File: config.mk
export PLATFORM = sky130hd
export DESIGN_NAME = pulse_train_gen_flat
export DESIGN_NICKNAME = d
export VERILOG_FILES = /design/src/rtl/pulse_gen_pkg.sv /design/src/rtl/pulse_train_gen_if.sv /design/src/rtl/tick_gen.sv /design/src/rtl/pulse_train_gen.sv /design/src/flat_wrapper.sv
export SDC_FILE = /design/constraint.sdc
export NUM_CORES = 1
export LEC_CHECK = 0
export BUFFER_PORTS_ARGS = -buffer_cell sky130_fd_sc_hd__clkbuf_2
export CAP_MARGIN = 20
export CORE_UTILIZATION = 58
export CTS_CLUSTER_SIZE = 30
export DETAILED_ROUTE_END_ITERATION = 7
export PLACE_DENSITY_LB_ADDON = 0.12
export SETUP_SLACK_MARGIN = 0.15
export SLEW_MARGIN = 20
export SYNTH_ARGS = -nofsm -noshare
export SYNTH_HDL_FRONTEND = slang
export SYNTH_SLANG_ARGS = --single-unit
File: constraint.sdc
create_clock -name clk -period 2.5 [get_ports clk]
set_input_delay 0.25 -clock clk [delete_from_list [all_inputs] [get_ports clk]]
set_output_delay 0.25 -clock clk [all_outputs]
set_load 0.1 [all_outputs]
File: src/rtl/pulse_gen_pkg.sv
// Shared types and constants for the pulse train generator:
// state encodings, length-field width, latched configuration record.
package pulse_gen_pkg;

  localparam int DIV_W_DEF = 8;
  localparam int LEN_W     = 4;
  localparam int ST_W      = 3;

  typedef logic [ST_W-1:0]  state_t;
  typedef logic [LEN_W-1:0] len_t;

  localparam state_t ST_IDLE = 3'd0;
  localparam state_t ST_WAIT = 3'd1;
  localparam state_t ST_HIGH = 3'd2;
  localparam state_t ST_LOW  = 3'd3;
  localparam state_t ST_DONE = 3'd4;

  localparam len_t LEN_ZERO = 4'd0;
  localparam len_t LEN_ONE  = 4'd1;

  typedef struct packed {
    len_t n;
    len_t high;
    len_t low;
  } cfg_t;

  // A programmed length of zero still yields one tick of phase.
  function automatic len_t eff_len(input len_t raw);
    return (raw == LEN_ZERO) ? LEN_ONE : raw;
  endfunction

endpackage

File: src/rtl/pulse_train_gen_if.sv
// Request/parameter inputs and pulse-train outputs of the generator,
// with master (requester) and slave (generator) views.
interface pulse_train_gen_if;

  logic                 start;
  pulse_gen_pkg::len_t  n_pulses;
  pulse_gen_pkg::len_t  high_len;
  pulse_gen_pkg::len_t  low_len;
  logic                 signal_out;
  logic                 busy;
  logic                 done;

  modport master (
    output start, n_pulses, high_len, low_len,
    input  signal_out, busy, done
  );

  modport slave (
    input  start, n_pulses, high_len, low_len,
    output signal_out, busy, done
  );

endinterface

File: src/rtl/tick_gen.sv
// Free-running divider producing a one-cycle clock enable every
// 2^DIV_W cycles of clk; no derived clock is created.
module tick_gen
  import pulse_gen_pkg::*;
#(
  parameter int DIV_W = DIV_W_DEF
) (
  input  logic clk,
  input  logic rst,
  output logic tick
);

  logic [DIV_W-1:0] div_q;
  logic [DIV_W-1:0] div_d;

  // Next divider value: plain wrap-around increment.
  always_comb begin
    div_d = div_q + DIV_W'(1);
  end

  // Divider register with synchronous reset.
  always_ff @(posedge clk) begin
    if (rst) begin
      div_q <= '0;
    end else begin
      div_q <= div_d;
    end
  end

  assign tick = (div_q == {DIV_W{1'b1}});

endmodule

File: src/rtl/pulse_train_gen.sv
// Tick-paced pulse train generator: emits n high pulses of high_len ticks
// separated by low_len-tick gaps, then a one-cycle done pulse.
module pulse_train_gen
  import pulse_gen_pkg::*;
#(
  parameter int DIV_W = DIV_W_DEF
) (
  input logic              clk,
  input logic              rst,
  pulse_train_gen_if.slave bus
);

  logic   tick;
  state_t state_q, state_d;
  cfg_t   cfg_q, cfg_d;
  len_t   count_q, count_d;
  len_t   left_q, left_d;
  logic   sig_q, sig_d;
  logic   busy_q, busy_d;
  logic   done_q, done_d;

  tick_gen #(.DIV_W(DIV_W)) u_tick_gen (
    .clk  (clk),
    .rst  (rst),
    .tick (tick)
  );

  // Next-state and datapath; outputs are derived from the next state so they register in step.
  always_comb begin
    state_d = state_q;
    cfg_d   = cfg_q;
    count_d = count_q;
    left_d  = left_q;
    sig_d   = sig_q;
    case (state_q)
      ST_IDLE: begin
        sig_d = 1'b0;
        if (bus.start) begin
          cfg_d.n    = bus.n_pulses;
          cfg_d.high = bus.high_len;
          cfg_d.low  = bus.low_len;
          state_d    = (bus.n_pulses != LEN_ZERO) ? ST_WAIT : ST_DONE;
        end else begin
          state_d = ST_IDLE;
        end
      end
      ST_WAIT: begin
        if (tick) begin
          state_d = ST_HIGH;
          sig_d   = 1'b1;
          count_d = eff_len(cfg_q.high);
          left_d  = cfg_q.n;
        end else begin
          state_d = ST_WAIT;
        end
      end
      ST_HIGH: begin
        if (tick && (count_q > LEN_ONE)) begin
          count_d = count_q - LEN_ONE;
        end else if (tick && (left_q == LEN_ONE)) begin
          state_d = ST_DONE;
          sig_d   = 1'b0;
          count_d = LEN_ZERO;
          left_d  = LEN_ZERO;
        end else if (tick) begin
          state_d = ST_LOW;
          sig_d   = 1'b0;
          count_d = eff_len(cfg_q.low);
          left_d  = left_q - LEN_ONE;
        end else begin
          state_d = ST_HIGH;
        end
      end
      ST_LOW: begin
        if (tick && (count_q > LEN_ONE)) begin
          count_d = count_q - LEN_ONE;
        end else if (tick) begin
          state_d = ST_HIGH;
          sig_d   = 1'b1;
          count_d = eff_len(cfg_q.high);
        end else begin
          state_d = ST_LOW;
        end
      end
      ST_DONE: begin
        state_d = ST_IDLE;
        sig_d   = 1'b0;
      end
      default: begin
        state_d = ST_IDLE;
        sig_d   = 1'b0;
        count_d = LEN_ZERO;
        left_d  = LEN_ZERO;
      end
    endcase
    busy_d = (state_d == ST_WAIT) || (state_d == ST_HIGH) || (state_d == ST_LOW);
    done_d = (state_d == ST_DONE);
  end

  // State, counters, latched configuration and registered outputs.
  always_ff @(posedge clk) begin
    if (rst) begin
      state_q <= ST_IDLE;
      cfg_q   <= '0;
      count_q <= LEN_ZERO;
      left_q  <= LEN_ZERO;
      sig_q   <= 1'b0;
      busy_q  <= 1'b0;
      done_q  <= 1'b0;
    end else begin
      state_q <= state_d;
      cfg_q   <= cfg_d;
      count_q <= count_d;
      left_q  <= left_d;
      sig_q   <= sig_d;
      busy_q  <= busy_d;
      done_q  <= done_d;
    end
  end

  assign bus.signal_out = sig_q;
  assign bus.busy       = busy_q;
  assign bus.done       = done_q;

endmodule

File: src/flat_wrapper.sv
// flat-port wrapper written by rule: the top's interface ports become plain ports
module pulse_train_gen_flat import pulse_gen_pkg::*;
#(
  parameter int DIV_W = DIV_W_DEF
)
  (clk, rst, bus_start, bus_n_pulses, bus_high_len, bus_low_len, bus_signal_out, bus_busy, bus_done);
  pulse_train_gen_if bus_i ();
  input logic clk;
  input logic rst;
  input wire logic [$bits(bus_i.start)-1:0] bus_start;
  input wire logic [$bits(bus_i.n_pulses)-1:0] bus_n_pulses;
  input wire logic [$bits(bus_i.high_len)-1:0] bus_high_len;
  input wire logic [$bits(bus_i.low_len)-1:0] bus_low_len;
  output wire logic [$bits(bus_i.signal_out)-1:0] bus_signal_out;
  output wire logic [$bits(bus_i.busy)-1:0] bus_busy;
  output wire logic [$bits(bus_i.done)-1:0] bus_done;
  assign bus_i.start = bus_start;
  assign bus_i.n_pulses = bus_n_pulses;
  assign bus_i.high_len = bus_high_len;
  assign bus_i.low_len = bus_low_len;
  assign bus_signal_out = bus_i.signal_out;
  assign bus_busy = bus_i.busy;
  assign bus_done = bus_i.done;
  pulse_train_gen #(.DIV_W(DIV_W)) u_core (.clk(clk), .rst(rst), .bus(bus_i));
endmodule
==> results of run 1 <==
[tightest hold or removal path: cells and delay by family]
| kind | cells | cell delay, ns |
|---|---|---|
| AO/OA/AOI/OAI | 1 | 0.05 |
| buffers and inverters | 1 | 0.08 |
| AND/OR/NAND/NOR | 1 | 0.04 |
[worst paths after layout]
| check | slack, ns | to | cells past startpoint | from |
|---|---|---|---|---|
| max | 0.45 | u_core.left_q[2] | 6 | u_core.left_q[0] |
| max reg2reg | 0.45 | u_core.left_q[2] | 6 | u_core.left_q[0] |
| min reg2reg | 0.47 | u_core.cfg_q[11] | 2 | u_core.cfg_q[11] |
| min | 0.11 | u_core.cfg_q[5] | 3 | bus_high_len[1] |
[power by group]
| group | internal [W] | switching (W) | total [W] | leakage (nW) |
|---|---|---|---|---|
| combinational | 0.0000402 | 0.0000763 | 0.000116 | 0.388 |
| clock | 0.000135 | 0.000196 | 0.000331 | 0.0343 |
| sequential | 0.000562 | 0.0000216 | 0.000583 | 0.277 |
[metrics by stage]
stage | setup slack (ns) | total power, W | hold slack, ns | utilization
floorplan | 0.683 | 0.000674 | 0.386 | -
global placement | 0.517 | 0.000704 | 0.439 | 0.660
detailed placement | 0.490 | 0.000711 | 0.456 | 0.660
CTS | 0.485 | 0.00103 | 0.112 | 0.682
global route | 0.294 | 0.00107 | 0.124 | 0.682
finish | 0.452 | 0.00103 | 0.111 | 0.682
[cells by family after synthesis]
| logic type | count (synthesis) | share of synthesized area |
|---|---|---|
| AO/OA/AOI/OAI | 62 | 0.222 |
| XOR/XNOR | 6 | 0.0291 |
| adder cells (fa/ha/maj) | 5 | 0.0346 |
| buffers and inverters | 21 | 0.0540 |
| flip-flops | 34 | 0.377 |
| multiplexers | 1 | 0.00623 |
| AND/OR/NAND/NOR | 98 | 0.277 |
[routing by layer]
layer,wire length (um),global-route usage,vias to the layer above
met5,0,0,-
met4,93,0.105,0
met3,383,0.0714,14
met2,1980,0.453,86
met1,1880,0.390,779
li1,-,-,835
[cell usage in the layout, fill, tap and decap left out, types with 3 or more instances in the layout]
cell      count
dfxtp_1      34
xnor2_1       5
nand2_1      40
a21oi_1      23
or2_2         3
nor2_1       18
a211oi_1      5
nor2b_1       5
o21ai_0      11
clkbuf_4      5
ha_1          5
a211o_1       4
nor3_1       10
inv_1        11
clkbuf_2     17
nand3_1       6
[flip-flops by register name, summed over array words and instances (netlist names)]
register                 cells
u_core.bus.done              1
u_core.u_tick_gen.div_q      8
u_core.count_q               4
u_core.state_q               3
u_core.bus.busy              1
u_core.bus.signal_out        1
u_core.left_q                4
u_core.cfg_q                12
[area by class of cell]
class | count | area (sq um)
Multi-Input combinational cell | 172 | 1030
Fill cell | 236 | 907
Sequential cell | 34 | 681
Timing Repair Buffer | 18 | 92.6
Clock buffer | 6 | 51.3
Inverter | 11 | 41.3
Tap cell | 31 | 38.8
Clock inverter | 2 | 12.5
==> flow_summary.json, run 1 <==
{
  "overflow": 0,
  "endpoint_kind": "flip-flop",
  "yosysSeqAreaShare": 0.377,
  "hold_buffers": 0,
  "first_global_vias": 1595,
  "synth_top_area_cell": "dfxtp_1",
  "gp_congestion": 0.909,
  "yosysWarnings": 0,
  "p_leak_nw": 0.699,
  "p_per_area_mw_per_mm2": 530,
  "maxCapViolations": 0,
  "crit_required_ns": 2.71,
  "synth_seq_cells": 34,
  "die_w_um": 57.8,
  "crit_chain": "ha_1 > or3b_2 > o31ai_1 > or3b_1 > a211o_1 > a21oi_1",
  "grt_use_total": 0.290,
  "clk_path_buf_depth": 2,
  "synth_cell_type_count": 45,
  "nets": 262,
  "cts_resized": 0,
  "clock_skew_ns": 0.0173,
  "setup_viol": 0,
  "clk_pin_slew_ns": 0.12,
  "drive_gt1_frac": 0.148,
  "cp_slowest_stage_delay_ns": 0.48,
  "final_area_sq_mm": 0.00195,
  "postCtsSetupRepairBufs": 0,
  "initial_core_util": 0.633,
  "routed-via-count": 1714,
  "wl_mm": 4.34,
  "critPathTopFamily": "simple AND/OR/NAND/NOR gates",
  "place_inst": 266,
  "via_per_inst": 6.26,
  "outcome": "finished, violations left",
  "peakVddDrop_mv": 0.481,
  "synth_edf_count": 0,
  "cts_max_level": 2,
  "cp_num_buf_inv": 0,
  "yosysMostFrequentCell": "nand2_1",
  "grt_max_degree": 36,
  "hold_path_class": "input pin to flip-flop",
  "clkSinkCount": 34,
  "tightestPinTransition_ns": 0.701,
  "syn-cell-area_sq_mm": 0.00181,
  "drt_pre_antenna_iters": 7,
  "slew_violations": 0,
  "dieHeight_um": 57.8,
  "syn_area_per_cell_sq_um": 7.96,
  "maxSlewHeadroom": 0.533,
  "clockRootBuffer": "clkbuf_4",
  "die_area_sq_mm": 0.00334,
  "synth_top_area_frac": 0.377,
  "port_buffers": 17,
  "io_pins": 18,
  "stdcell_count": 274,
  "numCtsBuffers": 5,
  "cts_tree": "done",
  "synth_commonest_cells": "40 x nand2_1, 34 x dfxtp_1, 23 x a21oi_1",
  "drt_iter0_drc": 124,
  "fmax_mhz": 488,
  "cp.arrival_ns": 2.26,
  "synthTopCellsByArea": "dfxtp_1 38%, nand2_1 8.3%, a21oi_1 6.4%",
  "insertion_delay_ns": 0.34,
  "num_rows": 19,
  "grt_pass1_wl_mm": 7.27,
  "critPathLaunchType": "flip-flop",
  "syn_inst": 227,
  "worstSetupPathType": "flip-flop to flip-flop",
  "ys_async_sr_fraction": 0,
  "syn_nets": 247,
  "avgRoutedWirePerCell_um": 15.9,
  "violations": "design-rule violations",
  "ys.flop_type": "dfxtp_1",
  "dpl-instance-area_sq_mm": 0.00188,
  "setup-tns-final_ns": 0,
  "area_delta_synth_final_pct": 7.69,
  "fp.coreArea_sq_mm": 0.00285,
  "rsz0062_at_grt": "false",
  "cp_max_fo": 4,
  "timing.final.crit_share": 0.819,
  "hold_viol_final": 0,
  "crit_path_top_delay_cell": "or3b_2",
  "ant_nets": 0,
  "dp_hpwl_mm": 3.19,
  "remaining_drc_errors": 1,
  "min_period_ns": 2.05,
  "antenna_found_initial": 0,
  "n_antenna_cell": 0
}
No activity file was read; power rests on OpenSTA's default activity.
==> run 2: changes to the inputs <==
==> constraint.sdc (replaced) <==
create_clock -name clk -period 1.89 [get_ports clk]
set_input_delay 0.189 -clock clk [delete_from_list [all_inputs] [get_ports clk]]
set_output_delay 0.189 -clock clk [all_outputs]
set_load 0.1 [all_outputs]
==> run 2 against run 1 <==
The flow still finishes with violations (design-rule violations). Register-to-register slack worse by 0.33 ns. Sequential share of layout area shrank 4.4 points. Flip-flop and latch count did not move. First-iteration DRC count decreased by 1.6%. Global-route usage grew 0.32 points. Combinational power rose by 54%. Core utilization up 11 points. Sequential power is 31% higher. Via count rose by 5.0%. Cell count increased by 7.7%. Wire length increased by 5.9%.
==> flow_summary.json, run 2 (same netlist as run 1, synthesis figures left out) <==
{
  "gp_congestion": 0.970,
  "slew_violations": 0,
  "remaining_drc_errors": 3,
  "clock_skew_ns": 0.0109,
  "avgRoutedWirePerCell_um": 15.6,
  "drive_gt1_frac": 0.337,
  "maxSlewHeadroom": 0.643,
  "via_per_inst": 6.10,
  "nets": 283,
  "endpoint_kind": "flip-flop",
  "layout.cells.most_common": "nand2_1",
  "timing.final.crit_share": 0.936,
  "cts_tree": "done",
  "tightestPinTransition_ns": 0.537,
  "die_w_um": 57.8,
  "crit_path_top_delay_cell": "or3b_4",
  "cp_max_fo": 3,
  "antenna_found_initial": 0,
  "p_per_area_mw_per_mm2": 604,
  "initial_core_util": 0.633,
  "clk_pin_slew_ns": 0.11,
  "p_total_w": 0.00137,
  "dieHeight_um": 57.8,
  "max_flop_register": "u_core.cfg_q",
  "crit_chain": "inv_2 > ha_4 > or3b_4 > o31ai_4 > o21ai_0 > nor3_1 > a211oi_2",
  "first_global_vias": 1678,
  "fin_util": 0.794,
  "dp_hpwl_mm": 3.23,
  "fp.coreArea_sq_mm": 0.00285,
  "n_antenna_cell": 0,
  "reg_top3": "u_core.cfg_q x12, u_core.u_tick_gen.div_q x8",
  "io_pins": 18,
  "grt_pass1_wl_mm": 7.50,
  "peakVddDrop_mv": 0.435,
  "clockRootBuffer": "clkbuf_4",
  "worstSetupPathType": "flip-flop to flip-flop",
  "hold_slack_ns": 0.0586,
  "ant_nets": 0,
  "cp_slowest_stage_delay_ns": 0.41,
  "area_delta_synth_final_pct": 25.3,
  "port_buffers": 17,
  "overflow": 0,
  "min_period_ns": 1.77,
  "final_cell_mix": "39 x nand2_1, 27 x dfxtp_1, 22 x a21oi_1, 21 x buf_4, 17 x clkbuf_2",
  "setup-tns-final_ns": 0,
  "largest_register_ffs": 12,
  "wl_mm": 4.60,
  "setup_viol": 0,
  "numCtsBuffers": 5,
  "num_rows": 19,
  "drt_pre_antenna_iters": 7,
  "maxCapViolations": 0,
  "cts_max_level": 2,
  "hold_buffers": 0,
  "grt_max_degree": 19,
  "clkSinkCount": 34,
  "stdcell_count": 295,
  "place_inst": 282,
  "grt_use_total": 0.293,
  "routed-via-count": 1799,
  "crit_required_ns": 2.11,
  "rsz0062_at_grt": "true",
  "fmax_mhz": 565,
  "critPathLaunchType": "flip-flop",
  "die_area_sq_mm": 0.00334,
  "outcome": "finished, violations left",
  "hold_viol_final": 0,
  "hold_path_class": "input pin to flip-flop",
  "drt_iter0_drc": 122,
  "insertion_delay_ns": 0.34,
  "violations": "design-rule violations",
  "cp.arrival_ns": 1.99,
  "p_leak_nw": 0.857,
  "clk_path_buf_depth": 2
}
==> run 2: cell types whose count changed in the layout (fill, tap and decap cells not counted), moves of 4 or more <==
cell,before,now
buf_4,1,21
dfxtp_1,34,27
dfxtp_2,0,6
ha_1,5,1
nor2_1,18,14
nor2_2,0,4
o21ai_0,11,7
==> run 2: power by group <==
| part | internal (W) | switching [W] |
|---|---|---|
| Clock | 0.000180 | 0.000242 |
| Sequential | 0.000742 | 0.0000234 |
| Combinational | 0.0000679 | 0.000111 |
==> run 2: area by class of cell <==
type	instances	area, sq um
well taps	31	38.8
fillers	206	588
clock buffers	7	55.1
inverters	11	41.3
clock inverters	1	5.00
multi-input cells	172	1180
repair buffers	39	254
flip-flops and latches	34	692
==> run 2: worst max-delay path: cells and delay by family (launching register included) <==
family | cells | cell delay [ns]
AOI/OAI and AO/OA | 3 | 0.48
adders and majority gates | 1 | 0.13
buffers and inverters | 1 | 0.06
DFF | 1 | 0.34
and+or+nand+nor | 2 | 0.64
==> run 2: worst paths after layout <==
kind                     from               end  slack, ns  depth (start not counted)
max          u_core.left_q[1]  u_core.left_q[0]       0.12                          7
min           bus_high_len[0]   u_core.cfg_q[4]       0.06                          3
max reg2reg  u_core.left_q[1]  u_core.left_q[0]       0.12                          7
min reg2reg   u_core.cfg_q[0]   u_core.cfg_q[0]       0.46                          2
==> run 2: timing repair <==
action / 4_1_cts / 5_1_grt
endpoints found under the hold margin: 0 / 0
buffers inserted: 3 / 2
pin swaps: 7 / 11
gates resized for setup: 17 / 29
endpoints found under the setup margin: 18 / 26
==> run 2: through the flow <==
stage / worst slack (ns) / cell area, sq um
final: 0.121 / 2260
after global routing: 0.0875 / 2260
after CTS: 0.0982 / 2150
after detailed placement: 0.0303 / 2010
after global placement: 0.0659 / 2010
after floorplan: 0.156 / 1810
==> run 2: per-layer routing <==
metal / wire (um) / share of wire / vias to the layer above / global-route usage
met3: 406 / 0.088 / 11 / 0.0692
met1: 1930 / 0.42 / 828 / 0.387
met4: 80 / 0.017 / 0 / 0.116
li1: - / - / 878 / -
met5: 0 / 0 / - / 0
met2: 2180 / 0.47 / 82 / 0.465
==> run 3: changes to the inputs <==
--- a/config.mk
+++ b/config.mk
@@ -7,7 +7,8 @@
 export LEC_CHECK = 0
 export BUFFER_PORTS_ARGS = -buffer_cell sky130_fd_sc_hd__clkbuf_2
 export CAP_MARGIN = 20
-export CORE_UTILIZATION = 58
+export CORE_MARGIN = 1
+export CORE_UTILIZATION = 57
 export CTS_CLUSTER_SIZE = 30
 export DETAILED_ROUTE_END_ITERATION = 7
 export PLACE_DENSITY_LB_ADDON = 0.12
@@ -15,4 +16,5 @@
 export SLEW_MARGIN = 20
 export SYNTH_ARGS = -nofsm -noshare
 export SYNTH_HDL_FRONTEND = slang
+export SYNTH_HIERARCHICAL = 1
 export SYNTH_SLANG_ARGS = --single-unit
==> run 3 against run 2 <==
Critical path type unchanged. Critical path depth up 1. The flow now finishes without violations. Wire length rose by 2.6%. Combinational power is essentially flat.
==> flow_summary.json, run 3 <==
{
  "outcome": "finished, final reports clean",
  "routed-via-count": 1760,
  "drt_iter0_drc": 118,
  "hold_path_class": "input pin to flip-flop",
  "remaining_drc_errors": 0,
  "synth_top_area_cell": "dfxtp_1",
  "fp.coreArea_sq_mm": 0.00281,
  "worstSetupPathType": "flip-flop to flip-flop",
  "die_w_um": 57.0,
  "reg2reg_depth": 8,
  "setup-tns-final_ns": 0,
  "power_frac_clock": 0.312,
  "dieHeight_um": 57.0,
  "nets": 276,
  "crit_path_top_delay_cell": "dfxtp_4",
  "dpl-instance-area_sq_mm": 0.00195,
  "power_frac_comb": 0.131,
  "synth_seq_cells": 34,
  "rrSetupSlack_ns": 0.07,
  "tightestPinTransition_ns": 0.542,
  "grt_use_total": 0.291,
  "r2r_end": "u_core/bus.busy",
  "maxCapViolations": 0,
  "clk_path_buf_depth": 2,
  "via_per_inst": 6.11,
  "p_per_area_mw_per_mm2": 595,
  "synthTopCellsByArea": "dfxtp_1 39%, a21oi_1 7.5%, nand2_1 7.4%",
  "timing.final.crit_share": 0.960,
  "syn_inst": 213,
  "insertion_delay_ns": 0.34,
  "initial_core_util": 0.615,
  "fin_util": 0.822,
  "grt_pass1_wl_mm": 7.28,
  "cts_tree": "done",
  "reg2reg_from": "u_core/count_q[0]",
  "drive_gt1_frac": 0.412,
  "setup_viol": 0,
  "layout.cells.most_common": "nand2_1",
  "num_rows": 19,
  "port_buffers": 17,
  "cp_max_fo": 5,
  "final_cell_mix": "32 x nand2_1, 29 x buf_4, 24 x dfxtp_1, 21 x a21oi_1, 17 x clkbuf_2",
  "clockRootBuffer": "clkbuf_4",
  "holdPathStages": 3,
  "die_area_sq_mm": 0.00325,
  "drt_pre_antenna_iters": 4,
  "ys.flop_type": "dfxtp_1",
  "reg_top3": "u_core/cfg_q x12, u_core/u_tick_gen/div_q x8",
  "crit_required_ns": 2.13,
  "p_sw_w": 0.000379,
  "slew_violations": 0,
  "worstHoldStart": "bus_low_len[2]",
  "hold_slack_ns": 0.0520,
  "n_antenna_cell": 0,
  "syn-cell-area_sq_mm": 0.00173,
  "yosysWarnings": 6,
  "hold_path_end": "u_core/cfg_q[2]",
  "wl_mm": 4.72,
  "peakVddDrop_mv": 0.464,
  "cp.arrival_ns": 2.05,
  "synth_top_area_frac": 0.394,
  "ys_async_sr_fraction": 0,
  "power_frac_seq": 0.557,
  "overflow": 0,
  "critPathLaunchType": "flip-flop",
  "endpoint_kind": "flip-flop",
  "synth_commonest_cells": "34 x dfxtp_1, 34 x nand2_1, 26 x a21oi_1",
  "final_area_sq_mm": 0.00231,
  "hold_viol_final": 0,
  "maxSlewHeadroom": 0.640,
  "swShare": 0.276,
  "crit_chain": "inv_2 > ha_4 > nor2_4 > or2_4 > a21o_1 > a222oi_1 > buf_4 > a2111oi_2",
  "yosysSeqAreaShare": 0.394,
  "internal-power_w": 0.000994,
  "fmax_mhz": 551,
  "p_total_w": 0.00137,
  "synth_edf_count": 0,
  "syn_nets": 233,
  "clk_pin_slew_ns": 0.11,
  "grt_max_degree": 24,
  "io_pins": 18,
  "cp_slowest_stage_delay_ns": 0.39,
  "antenna_found_initial": 0,
  "area_delta_synth_final_pct": 33.7,
  "p_leak_nw": 0.880,
  "min_period_ns": 1.82,
  "cts_max_level": 2,
  "rsz0062_at_grt": "true",
  "max_flop_register": "u_core/cfg_q",
  "crit_start": "u_core/count_q[0]",
  "gp_congestion": 0.938,
  "clock_skew_ns": 0.00709,
  "first_global_vias": 1687,
  "dp_hpwl_mm": 3.13,
  "largest_register_ffs": 12,
  "clkSinkCount": 34,
  "hold_buffers": 0,
  "syn_area_per_cell_sq_um": 8.10,
  "synth_cell_type_count": 49,
  "numCtsBuffers": 5,
  "avgRoutedWirePerCell_um": 16.4,
  "ant_nets": 0
}
==> run 3: how the worst max path moves through the flow <==
stage                              to  slack, ns  cells past startpoint
finish                u_core/bus.busy       0.07                      8
global route        u_core/count_q[0]       0.01                      8
CTS                   u_core/bus.busy       0.14                      8
detailed placement    u_core/bus.busy      -0.12                      7
global placement      u_core/bus.busy      0.004                      7
floorplan            u_core/left_q[0]       0.14                      8
==> run 3: metrics by stage <==
step | worst slack (ns) | instances
3_5_place_dp | -0.115 | 268
3_3_place_gp | 0.00380 | 268
2_1_floorplan | 0.143 | 213
6_report | 0.0748 | 288
4_1_cts | 0.138 | 283
5_1_grt | 0.0142 | 288
==> run 3: layout make-up <==
type	instances	area (sq um)
Multi-Input combinational cell	159	1150
Sequential cell	34	696
Fill cell	164	498
Timing Repair Buffer	48	325
Clock buffer	7	55.1
Tap cell	31	38.8
Inverter	8	32.5
Clock inverter	1	5.00
==> run 3: cells by family after synthesis <==
logic type | after synthesis | synth area share
buf+inv | 20 | 0.0479
mux | 4 | 0.0254
fa+ha+maj | 5 | 0.0363
compound gates | 60 | 0.241
flops | 34 | 0.394
xor+xnor | 5 | 0.0254
simple gates | 85 | 0.229
==> run 3: critical path, delay by kind of cell, from the launching register on <==
family | cells | cell delay, ns
AO/OA/AOI/OAI | 3 | 0.61
AND/OR/NAND/NOR | 2 | 0.34
adder cells (fa/ha/maj) | 1 | 0.16
flip-flops | 1 | 0.39
buffers and inverters | 2 | 0.20
==> run 3: repair_timing <==
item                       4_1_cts  5_1_grt
setup buffers                    7        5
resized for setup               25       25
setup endpoints to repair       11       10
pin swaps                        7       19
==> run 3: routing by layer <==
layer  track usage  vias to the layer above  routed length, um
met1         0.335                      848               1950
met4         0.132                        0                140
met5             0                        -                  0
met2         0.509                       52               2440
li1              -                      841                  -
met3        0.0703                       19                187
==> run 3: power groups by stage <==
stage | registers (W) | logic (W) | clock network (W)
CTS | 0.000762 | 0.000165 | 0.000438
finish | 0.000765 | 0.000180 | 0.000428
floorplan | 0.000789 | 0.0000813 | 0
global route | 0.000768 | 0.000193 | 0.000465
detailed placement | 0.000778 | 0.000153 | 0
global placement | 0.000777 | 0.000147 | 0
